`config.mk`:
```
export PLATFORM = sky130hd
export DESIGN_NAME = stream_header_codec
export DESIGN_NICKNAME = d
export VERILOG_FILES = /design/src/rtl/stream_pkg.sv /design/src/rtl/stream_header_codec.sv
export SDC_FILE = /design/constraint.sdc
export NUM_CORES = 1
export LEC_CHECK = 0
export ABC_AREA = 1
export BUFFER_PORTS_ARGS = -buffer_cell sky130_fd_sc_hd__buf_2
export CORE_ASPECT_RATIO = 1.25
export CORE_MARGIN = 2
export CORE_UTILIZATION = 55
export DETAILED_ROUTE_END_ITERATION = 16
export PLACE_DENSITY = 0.82
export SETUP_SLACK_MARGIN = 0.3
export SLEW_MARGIN = 0
export SYNTH_ARGS = -nofsm -noshare
export SYNTH_HDL_FRONTEND = slang
export SYNTH_SLANG_ARGS = --single-unit
```
`constraint.sdc`:
```
create_clock -name aclk -period 2.47 [get_ports aclk]
set_clock_uncertainty 0.15 [all_clocks]
set_input_delay 0.1235 -clock aclk [delete_from_list [all_inputs] [get_ports aclk]]
set_output_delay 0.1235 -clock aclk [all_outputs]
set_load 0.02 [all_outputs]
```
`src/rtl/stream_pkg.sv`:
```
// Shared encodings and sizing helper for the stream header codec.
package stream_pkg;

  typedef enum logic [1:0] {
    MODE_PASS   = 2'd0,
    MODE_INSERT = 2'd1,
    MODE_STRIP  = 2'd2
  } mode_t;

  typedef enum logic [1:0] {
    S_START = 2'd0,
    S_HDR   = 2'd1,
    S_STRIP = 2'd2,
    S_BODY  = 2'd3
  } state_t;

  function automatic int clog2(input int value);
    int r;
    r = 0;
    while ((1 << r) < value) r = r + 1;
    return r;
  endfunction

endpackage

```
`src/rtl/stream_header_codec.sv`:
```
// AXI-Stream header codec: inserts, strips or passes HDR_BEATS leading beats
// per packet, with a single registered output stage.
module stream_header_codec
  import stream_pkg::*;
#(
  parameter int DATA_WIDTH = 8,
  parameter int HDR_BEATS  = 2,
  parameter int ID_WIDTH   = DATA_WIDTH * HDR_BEATS
) (
  input  logic                  aclk,
  input  logic                  areset,
  input  logic [1:0]            mode,
  input  logic                  in_tvalid,
  output logic                  in_tready,
  input  logic [DATA_WIDTH-1:0] in_tdata,
  input  logic                  in_tlast,
  input  logic [ID_WIDTH-1:0]   in_tid,
  output logic                  out_tvalid,
  input  logic                  out_tready,
  output logic [DATA_WIDTH-1:0] out_tdata,
  output logic                  out_tlast,
  output logic [ID_WIDTH-1:0]   out_tid,
  output logic                  err_runt
);

  localparam int CNT_W = clog2(HDR_BEATS + 1);
  localparam logic [CNT_W-1:0] LAST_CNT = CNT_W'(HDR_BEATS - 1);

  state_t              r_state, w_next_state;
  mode_t               r_cur_mode, w_mode_dec;
  logic [CNT_W-1:0]    r_hdr_cnt;
  logic [ID_WIDTH-1:0] r_tid, r_hdr_asm, w_hdr_next;
  logic                w_slot_free;
  logic                w_start_take, w_load_hdr, w_load_body, w_strip_acc, w_runt;

  assign w_slot_free = !out_tvalid || out_tready;

  // Encoding 3 is folded into pass so cur_mode only ever holds legal values.
  always_comb begin
    w_mode_dec = MODE_PASS;
    case (mode)
      2'd1:    w_mode_dec = MODE_INSERT;
      2'd2:    w_mode_dec = MODE_STRIP;
      default: w_mode_dec = MODE_PASS;
    endcase
  end

  always_comb begin
    w_hdr_next = r_hdr_asm;
    w_hdr_next[DATA_WIDTH*int'(r_hdr_cnt) +: DATA_WIDTH] = in_tdata;
  end

  always_comb begin
    w_next_state = r_state;
    in_tready    = 1'b0;
    w_start_take = 1'b0;
    w_load_hdr   = 1'b0;
    w_load_body  = 1'b0;
    w_strip_acc  = 1'b0;
    w_runt       = 1'b0;
    case (r_state)
      S_START: begin
        if (in_tvalid) begin
          w_start_take = 1'b1;
          case (w_mode_dec)
            MODE_INSERT: w_next_state = S_HDR;
            MODE_STRIP:  w_next_state = S_STRIP;
            default:     w_next_state = S_BODY;
          endcase
        end
      end
      S_HDR: begin
        if (w_slot_free) begin
          w_load_hdr = 1'b1;
          if (r_hdr_cnt == LAST_CNT) w_next_state = S_BODY;
        end
      end
      S_STRIP: begin
        // Header beats never reach the output, so they are accepted regardless of it.
        in_tready = 1'b1;
        if (in_tvalid) begin
          w_strip_acc = 1'b1;
          if (in_tlast) begin
            w_runt       = 1'b1;
            w_next_state = S_START;
          end else if (r_hdr_cnt == LAST_CNT) begin
            w_next_state = S_BODY;
          end
        end
      end
      S_BODY: begin
        in_tready = w_slot_free;
        if (in_tvalid && w_slot_free) begin
          w_load_body = 1'b1;
          if (in_tlast) w_next_state = S_START;
        end
      end
      default: w_next_state = S_START;
    endcase
  end

  always_ff @(posedge aclk or posedge areset) begin
    if (areset) begin
      r_state    <= S_START;
      r_hdr_cnt  <= '0;
      r_cur_mode <= MODE_PASS;
      out_tvalid <= 1'b0;
      out_tdata  <= '0;
      out_tlast  <= 1'b0;
      out_tid    <= '0;
      err_runt   <= 1'b0;
    end else begin
      r_state  <= w_next_state;
      err_runt <= w_runt;

      if (w_start_take) begin
        r_cur_mode <= w_mode_dec;
        r_hdr_cnt  <= '0;
      end else if (w_load_hdr || w_strip_acc) begin
        r_hdr_cnt <= r_hdr_cnt + CNT_W'(1);
      end

      if (w_load_hdr) begin
        out_tvalid <= 1'b1;
        out_tdata  <= r_tid[DATA_WIDTH*int'(r_hdr_cnt) +: DATA_WIDTH];
        out_tlast  <= 1'b0;
      end else if (w_load_body) begin
        out_tvalid <= 1'b1;
        out_tdata  <= in_tdata;
        out_tlast  <= in_tlast;
      end else if (out_tready) begin
        out_tvalid <= 1'b0;
      end

      // A stripped header stays visible until a non-strip packet begins.
      if (w_strip_acc && !in_tlast && (r_hdr_cnt == LAST_CNT)) begin
        out_tid <= w_hdr_next;
      end else if ((r_state == S_START) &&
                   ((r_cur_mode != MODE_STRIP) || (in_tvalid && (w_mode_dec != MODE_STRIP)))) begin
        out_tid <= '0;
      end
    end
  end

  always_ff @(posedge aclk) begin
    if (w_start_take && (w_mode_dec == MODE_INSERT)) r_tid <= in_tid;
    if (w_strip_acc) r_hdr_asm <= w_hdr_next;
  end

endmodule

```
==> reports/metrics.csv, run 1 <==
stage;metric;value;unit
timing;unrepaired setup endpoints after global routing;no;
timing;total negative slack;0;ns
setup_path;startpoint types;flop;
synth;most common library cells after synthesis;nand2_1, inv_1, nor2_1, dfrtp_1, edfxtp_1;
placement;count of buffers from port buffering;58;
placement;Placed Cells incl. Taps;475;
floorplan;number of I/O pins;59;
synth;Area contributors post-synth;edfxtp_1, dfrtp_1, nand2_1;
setup_path;data arrival time of the critical path;2.07;ns
setup_path;critical-path cell list;inv_1, ha_1, nand2_1, o22ai_1, nand2_1, nand2_1;
final_layout;final non-filler cell total;515;
floorplan;Horiz. Die Dim;70.8;um
final_layout;post-layout util;72.5;%
final_layout;filler cell count in the final layout;408;
floorplan;core area;5410;um^2
synth;count of flip-flops with a built-in enable after synthesis;32;
timing;final setup vio count;0;
timing;Worst Tran Pin Value;0.609;ns
timing;final cycle utilization of the critical path;78.2;%
synth;register bit count reported by yosys;65;
timing;Max Transition Viols Final;0;
synth;Seq/Total Area, Yosys;58.3;%
drt;first-pass detailed-route iteration total;4;
drt;post-detailed-route wirelength per cell;13.3;um
setup_path;critical path class;flop to flop;
drt;vias;2551;
floorplan;full die area;6190;um^2
synth;largest area contributor in the synthesized netlist;edfxtp_1;
global_routing;largest net degree at the start of global routing;34;
synth;post-synth top area share;31.4;%
final_layout;diode insertion count for antenna repair;0;
cts;cell chosen for the clock root;clkbuf_8;
global_routing;via count of the first global-routing pass;2538;
power_and_ir_drop;pwr/cell area;1110;nW/um^2
placement;half-perimeter wire length of the detailed placement result;4.43;mm
drt;number of nets still failing antenna checks after routing;0;
synth;instance count of the mapped netlist;360;
global_routing;number of antenna violations at the first check in global routing;0;
setup_path;critical path's top delay family;adder cells;
synth;Post-Synthesis Cell Area;3060;um^2
timing;Slew Limit Headroom;59.4;%
synth;Mean Syn Cell Area;8.51;um^2
global_routing;global route overflow;0;
synth;net count after synthesis;395;
final_layout;fraction of layout instances using a drive strength above 1;18.8;%
cts;CTS buffer count;9;
cts;CTS H-Tree Depth;3;
setup_path;stages on the worst setup path;6;
final_layout;count of nets after finishing;481;
synth;Warnings, synthesis;0;
global_routing;wire length of the first global-routing pass;11.7;mm
floorplan;initial standard-cell utilization of the core;56.7;%
timing;highest achievable clock rate;518;MHz
synth;leading register cell type out of synthesis;dfrtp_1;
drt;total DRC errors in the routed layout;0;
synth;most numerous cell in the Yosys netlist;nand2_1;
final_layout;layout overhead on the synthesized area;27.9;%
drt;sum of routed wire length over all layers;6.87;mm
setup_path;Worst Reg2Reg Path Length in Cells;6;
status;status;finished, final reports clean;
floorplan;std cell rows;30;
timing;Min Clock Period, post-route;1.93;ns
setup_path;most common cell type on the critical path;nand2_1;
setup_path;slowest stage delay, CP;0.57;ns
timing;Hold Fails Final Rpt;0;
flow_run;maximum capacitance violations;0;
cts;worst-skew pair later-pin latency;0.35;ns
power_and_ir_drop;leakage power;0.00214;uW
setup_path;Critical Path RT;2.61;ns
setup_path;Setup crit end kind;flop;
worst_hold_path;Min-Delay Path Depth;4;
global_routing;global-route usage over all layers;25.0;%
cts;TritonCTS clock tree;built;
setup_path;CP bufs+invs;1;
drt;routed vias/inst;4.95;
synth;count of cell types in the netlist;20;
cts;Num Clock Sinks;65;
synth;Async SR Flop Fraction;50.8;%
worst_hold_path;kind of path behind the tightest hold check;input port to flop;
floorplan;height of the chip;87.5;um
setup_path;Slowest-stage cell, CP;ha_1;
drt;1st-iter DRT viols;229;
cts;clock tree buffer depth;2;
placement;final weighted congestion of routability-driven global placement;0.896;
cts;post-CTS clock slew at the launch and capture registers of the worst setup and hold paths;0.08;ns
power_and_ir_drop;peak supply drop;685;uV
setup_path;largest driver fanout on the critical path;16;
power breakdown:
group          switching (uW)  total (uW)  leakage (uW)  internal [uW]
combinational            1080        1590       0.00128            512
clock                     415        1220      0.000137            805
sequential                136        1550      0.000719           1410
final timing paths:
path                                            from                        end  slack (ns)
setup / recovery            r_hdr_cnt[0]$_DFFE_PP0P_     out_tid[1]$_DFFE_PP0P_        0.54
hold / removal                               mode[0]  r_cur_mode[1]$_DFFE_PP0P_        0.02
setup reg to reg            r_hdr_cnt[0]$_DFFE_PP0P_     out_tid[1]$_DFFE_PP0P_        0.54
hold reg to reg            r_cur_mode[0]$_DFFE_PP0P_  r_cur_mode[0]$_DFFE_PP0P_        0.34
max in group asynchronous                     areset    out_tid[10]$_DFFE_PP0P_        1.59
min in group asynchronous                     areset    out_tid[13]$_DFFE_PP0P_        0.26
sequential cells by signal, summed over array words and instances (netlist names):
register and cells:
out_tid 16, r_hdr_asm 16, r_tid 16, out_tdata 8, r_cur_mode 2, r_hdr_cnt 2
r_state 2, err_runt 1, out_tlast 1, out_tvalid 1
what timing repair did:
action	in CTS	in global routing
setup endpoints to repair	0	16
setup buffers	0	0
endpoints found under the hold margin	54	0
hold buffers	24	0
gates resized for setup	0	1
worst register-to-register path, stage by stage, from the launching register on:
cell and delay (ns):
dfrtp_1 0.42, inv_1 0.15, ha_1 0.57, nand2_1 0.16, o22ai_1 0.23, nand2_1 0.11, nand2_1 0.09
stage by stage:
step | hold WS (ns) | worst slack [ns] | power (uW) | cell area [um^2]
floorplan | 0.0724 | 0.509 | 2710 | 3060
global placement | 0.0931 | 0.642 | 3060 | 3400
detailed placement | 0.0949 | 0.587 | 3110 | 3400
CTS | 0.00345 | 0.413 | 4380 | 3920
global route | 0.0470 | 0.455 | 4670 | 3920
finish | 0.0222 | 0.538 | 4360 | 3920
metal layers:
metal  track usage [%]  wire length [um]  vias up
li1                  -                 -     1285
met2              45.5              3760       91
met1              28.3              2610     1165
met3              5.90               396       10
met5                 0                 0        -
met4              9.95               104        0
kinds of logic (layout without fill, tap and decap cells):
family / Yosys count / after routing / synth area share (%)
AND/OR/NAND/NOR: 187 / 187 / 24.7
AO/OA/AOI/OAI: 26 / 26 / 5.14
flip-flops: 65 / 65 / 58.3
buffers and inverters: 78 / 169 / 10.2
adder cells (fa/ha/maj): 4 / 4 / 1.63
cells in the final DEF (no fill, tap or decap):
| master | count |
|---|---|
| a21oi_1 | 1 |
| buf_2 | 58 |
| buf_4 | 3 |
| bufinv_16 | 4 |
| clkbuf_8 | 10 |
| clkinv_2 | 1 |
| clkinv_4 | 1 |
| clkinvlp_4 | 1 |
| dfrtp_1 | 33 |
| dlygate4sd3_1 | 24 |
| edfxtp_1 | 32 |
| ha_1 | 4 |
| inv_1 | 64 |
| inv_2 | 2 |
| inv_6 | 1 |
| nand2_1 | 111 |
| nand2_4 | 1 |
| nand3_1 | 24 |
| nand3_4 | 1 |
| nor2_1 | 49 |
| nor2_2 | 1 |
| o211ai_2 | 1 |
| o21ai_0 | 8 |
| o22ai_1 | 16 |
cell type report:
cell class	instances	area [um^2]	share of cell area [%]
Multi-Input combinational cell	217	963	24.6
Tap cell	64	80.1	2.04
Clock inverter	6	138	3.51
Sequential cell	65	1790	45.6
Clock buffer	10	138	3.51
Inverter	68	260	6.64
Timing Repair Buffer	85	553	14.1
Note: power is estimated with default switching activity, not from simulation.
==> run 2: changes to the inputs <==
--- a/config.mk
+++ b/config.mk
@@ -5,11 +5,11 @@
 export SDC_FILE = /design/constraint.sdc
 export NUM_CORES = 1
 export LEC_CHECK = 0
-export ABC_AREA = 1
+export ABC_AREA = 0
 export BUFFER_PORTS_ARGS = -buffer_cell sky130_fd_sc_hd__buf_2
 export CORE_ASPECT_RATIO = 1.25
 export CORE_MARGIN = 2
-export CORE_UTILIZATION = 55
+export CORE_UTILIZATION = 54
 export DETAILED_ROUTE_END_ITERATION = 16
 export PLACE_DENSITY = 0.82
 export SETUP_SLACK_MARGIN = 0.3
==> constraint.sdc (replaced) <==
create_clock -name aclk -period 1.9 [get_ports aclk]
set_clock_uncertainty 0.15 [all_clocks]
set_input_delay 0.095 -clock aclk [delete_from_list [all_inputs] [get_ports aclk]]
set_output_delay 0.095 -clock aclk [all_outputs]
set_load 0.02 [all_outputs]
==> reports/metrics.csv, run 2 <==
stage;metric;value;unit;change
power_and_ir_drop;peak supply drop;1150;uV;was 685 uV
global_routing;global route overflow;0;;unchanged
synth;net count after synthesis;280;;was 395
timing;final cycle utilization of the critical path;88.6;%;was 78.2%
cts;CTS buffer count;9;;unchanged
flow_run;maximum capacitance violations;0;;unchanged
floorplan;std cell rows;29;;was 30
synth;Seq/Total Area, Yosys;62.2;%;was 58.3%
setup_path;critical path class;flop to flop;;unchanged
timing;Slew Limit Headroom;70.0;%;was 59.4%
timing;Max Transition Viols Final;0;;unchanged
floorplan;initial standard-cell utilization of the core;56.1;%;was 56.7%
floorplan;height of the chip;85.5;um;was 87.5 um
cts;Num Clock Sinks;65;;unchanged
final_layout;final non-filler cell total;423;;was 515
final_layout;most frequent cells in the layout;buf_2, edfxtp_1, dfrtp_1, dlygate4sd3_1, buf_4;;was nand2_1, inv_1, buf_2, nor2_1, dfrtp_1
drt;routed vias/inst;5.71;;was 4.95
synth;most common library cells after synthesis;dfrtp_1, edfxtp_1, nand2_1, a21oi_1, o2bb2ai_1;;was nand2_1, inv_1, nor2_1, dfrtp_1, edfxtp_1
setup_path;largest driver fanout on the critical path;8;;was 16
floorplan;number of I/O pins;59;;unchanged
floorplan;core area;5120;um^2;was 5410 um^2
final_layout;filler cell count in the final layout;264;;was 408
timing;Min Clock Period, post-route;1.68;ns;was 1.93 ns
timing;final setup vio count;0;;unchanged
placement;count of buffers from port buffering;58;;unchanged
timing;unrepaired setup endpoints after global routing;yes;;was no
setup_path;Setup crit end kind;flop;;unchanged
cts;worst-skew pair later-pin latency;0.36;ns;was 0.35 ns
floorplan;full die area;5920;um^2;was 6190 um^2
drt;first-pass detailed-route iteration total;4;;unchanged
placement;half-perimeter wire length of the detailed placement result;4.11;mm;was 4.43 mm
final_layout;leading registers by flop count;out_tid x16, r_hdr_asm x16, r_tid x16;;unchanged
setup_path;data arrival time of the critical path;1.77;ns;was 2.07 ns
synth;Mean Syn Cell Area;11.7;um^2;was 8.51 um^2
synth;count of flip-flops with a built-in enable after synthesis;32;;unchanged
synth;leading register cell type out of synthesis;dfrtp_1;;unchanged
synth;largest area contributor in the synthesized netlist;edfxtp_1;;unchanged
drt;vias;2417;;was 2551
synth;count of cell types in the netlist;32;;was 20
timing;Hold Fails Final Rpt;0;;unchanged
global_routing;wire length of the first global-routing pass;11.7;mm;about the same
final_layout;fraction of layout instances using a drive strength above 1;41.6;%;was 18.8%
cts;cell chosen for the clock root;clkbuf_8;;unchanged
timing;total negative slack;0;ns;unchanged
placement;Placed Cells incl. Taps;362;;was 475
drt;number of nets still failing antenna checks after routing;0;;unchanged
synth;most numerous cell in the Yosys netlist;dfrtp_1;;was nand2_1
timing;highest achievable clock rate;594;MHz;was 518 MHz
final_layout;leading cell type in the layout, fill and taps excluded;buf_2;;was nand2_1
timing;Worst Tran Pin Value;0.450;ns;was 0.609 ns
power_and_ir_drop;Power Total;6430;uW;was 4360 uW
drt;total DRC errors in the routed layout;0;;unchanged
drt;sum of routed wire length over all layers;8.00;mm;was 6.87 mm
synth;Warnings, synthesis;0;;unchanged
drt;1st-iter DRT viols;214;;was 229
global_routing;number of antenna violations at the first check in global routing;0;;unchanged
setup_path;startpoint types;flop;;unchanged
synth;register bit count reported by yosys;65;;unchanged
cts;CTS H-Tree Depth;3;;unchanged
status;status;finished, final reports clean;;unchanged
power_and_ir_drop;pwr/cell area;1550;nW/um^2;was 1110 nW/um^2
synth;Post-Synthesis Cell Area;2870;um^2;was 3060 um^2
final_layout;layout overhead on the synthesized area;44.6;%;was 27.9%
global_routing;via count of the first global-routing pass;2459;;was 2538
synth;Area contributors post-synth;edfxtp_1, dfrtp_1, o2bb2ai_1;;was edfxtp_1, dfrtp_1, nand2_1
global_routing;largest net degree at the start of global routing;34;;unchanged
worst_hold_path;kind of path behind the tightest hold check;input port to flop;;unchanged
cts;TritonCTS clock tree;built;;unchanged
power_and_ir_drop;leakage power;0.00179;uW;was 0.00214 uW
floorplan;Horiz. Die Dim;69.2;um;was 70.8 um
placement;final weighted congestion of routability-driven global placement;0.782;;was 0.896
setup_path;Critical Path RT;1.99;ns;was 2.61 ns
cts;post-CTS clock slew at the launch and capture registers of the worst setup and hold paths;0.07;ns;was 0.08 ns
synth;post-synth top area share;33.5;%;was 31.4%
drt;post-detailed-route wirelength per cell;18.9;um;was 13.3 um
final_layout;count of nets after finishing;391;;was 481
final_layout;diode insertion count for antenna repair;0;;unchanged
global_routing;global-route usage over all layers;25.9;%;was 25.0%
synth;instance count of the mapped netlist;245;;was 360
cts;clock tree buffer depth;2;;unchanged
synth;Async SR Flop Fraction;50.8;%;unchanged
[run 2: cell types whose count changed in the layout (fill, tap and decap cells not counted), sizes merged, moves of 6 or more]
cell,before,now
nand2,112,22
inv,67,16
nor2,50,12
buf,61,81
a21oi,1,19
o2bb2ai,0,18
nand3,25,8
o22ai,16,1
or3,0,10
mux2i,0,8
nor2b,0,8
nand2b,0,7
o21ai,8,14
[run 2: metal layers]
| metal | share of wire (%) | vias up | global-route usage (%) |
|---|---|---|---|
| met1 | 38 | 1188 | 29.8 |
| met3 | 4.3 | 18 | 5.64 |
| met2 | 55 | 97 | 46.3 |
| met5 | 0 | - | 0 |
| met4 | 2.2 | 0 | 11.6 |
| li1 | - | 1114 | - |
[run 2: cell type report]
| cell class | instances | area [um^2] | area share [%] |
|---|---|---|---|
| flip-flops and latches | 65 | 1790 | 43.1 |
| clock buffers | 10 | 128 | 3.08 |
| multi-input cells | 154 | 1210 | 29.3 |
| repair buffers | 110 | 764 | 18.4 |
| clock inverters | 6 | 106 | 2.56 |
| inverters | 16 | 70.1 | 1.69 |
| well taps | 62 | 77.6 | 1.87 |
[run 2: cell families after synthesis]
kind of cell / Yosys count / synth area share (%)
AND/OR/NAND/NOR: 75 / 13.0
flip-flops: 65 / 62.2
AO/OA/AOI/OAI: 64 / 15.1
buffers and inverters: 28 / 4.75
multiplexers: 8 / 2.79
adder cells (fa/ha/maj): 4 / 1.74
XOR/XNOR: 1 / 0.305
[run 2: critical path, cell delays in order, from the launching register on]
cell       delay (ns)
dfrtp_1          0.42
inv_4            0.12
ha_4             0.15
nand2b_4         0.08
or3_4            0.48
nand2_2          0.10
o2bb2ai_2        0.06
[run 2: timing repair]
action | in CTS | in global routing
hold buffers | 29 | 0
endpoints found under the hold margin | 66 | 0
gates cloned | 1 | 2
setup buffers | 3 | 10
endpoints found under the setup margin | 69 | 71
pin swaps | 0 | 16
resized for setup | 15 | 46
[run 2: stage by stage]
step	worst slack, ns	cell area (um^2)	util [%]	hold slack (ns)
2_1_floorplan	0.194	2930	-	0.0439
3_3_place_gp	0.126	3280	64.1	0.0518
3_5_place_dp	0.0630	3280	64.1	0.0703
4_1_cts	0.273	3900	76.3	0.0131
5_1_grt	0.181	4150	81.1	0.0372
6_report	0.217	4150	81.1	0.0200
[run 2: worst paths after layout]
| check | startpoint | cells past startpoint | slack [ns] | to |
|---|---|---|---|---|
| hold / removal | out_tready | 3 | 0.02 | out_tvalid$_DFFE_PP0P_ |
| setup reg to reg | r_hdr_cnt[1]$_DFFE_PP0P_ | 6 | 0.22 | out_tid[2]$_DFFE_PP0P_ |
| setup / recovery | r_hdr_cnt[1]$_DFFE_PP0P_ | 6 | 0.22 | out_tid[2]$_DFFE_PP0P_ |
| hold reg to reg | out_tid[6]$_DFFE_PP0P_ | 2 | 0.38 | out_tid[6]$_DFFE_PP0P_ |
| max in group asynchronous | areset | 4 | 0.99 | r_hdr_cnt[0]$_DFFE_PP0P_ |
| min in group asynchronous | areset | 4 | 0.26 | out_tid[5]$_DFFE_PP0P_ |
[run 2: where the power goes]
group | switching [uW] | total, uW | internal, uW
clock network | 556 | 1420 | 865
registers | 220 | 2090 | 1870
logic | 1720 | 2920 | 1190
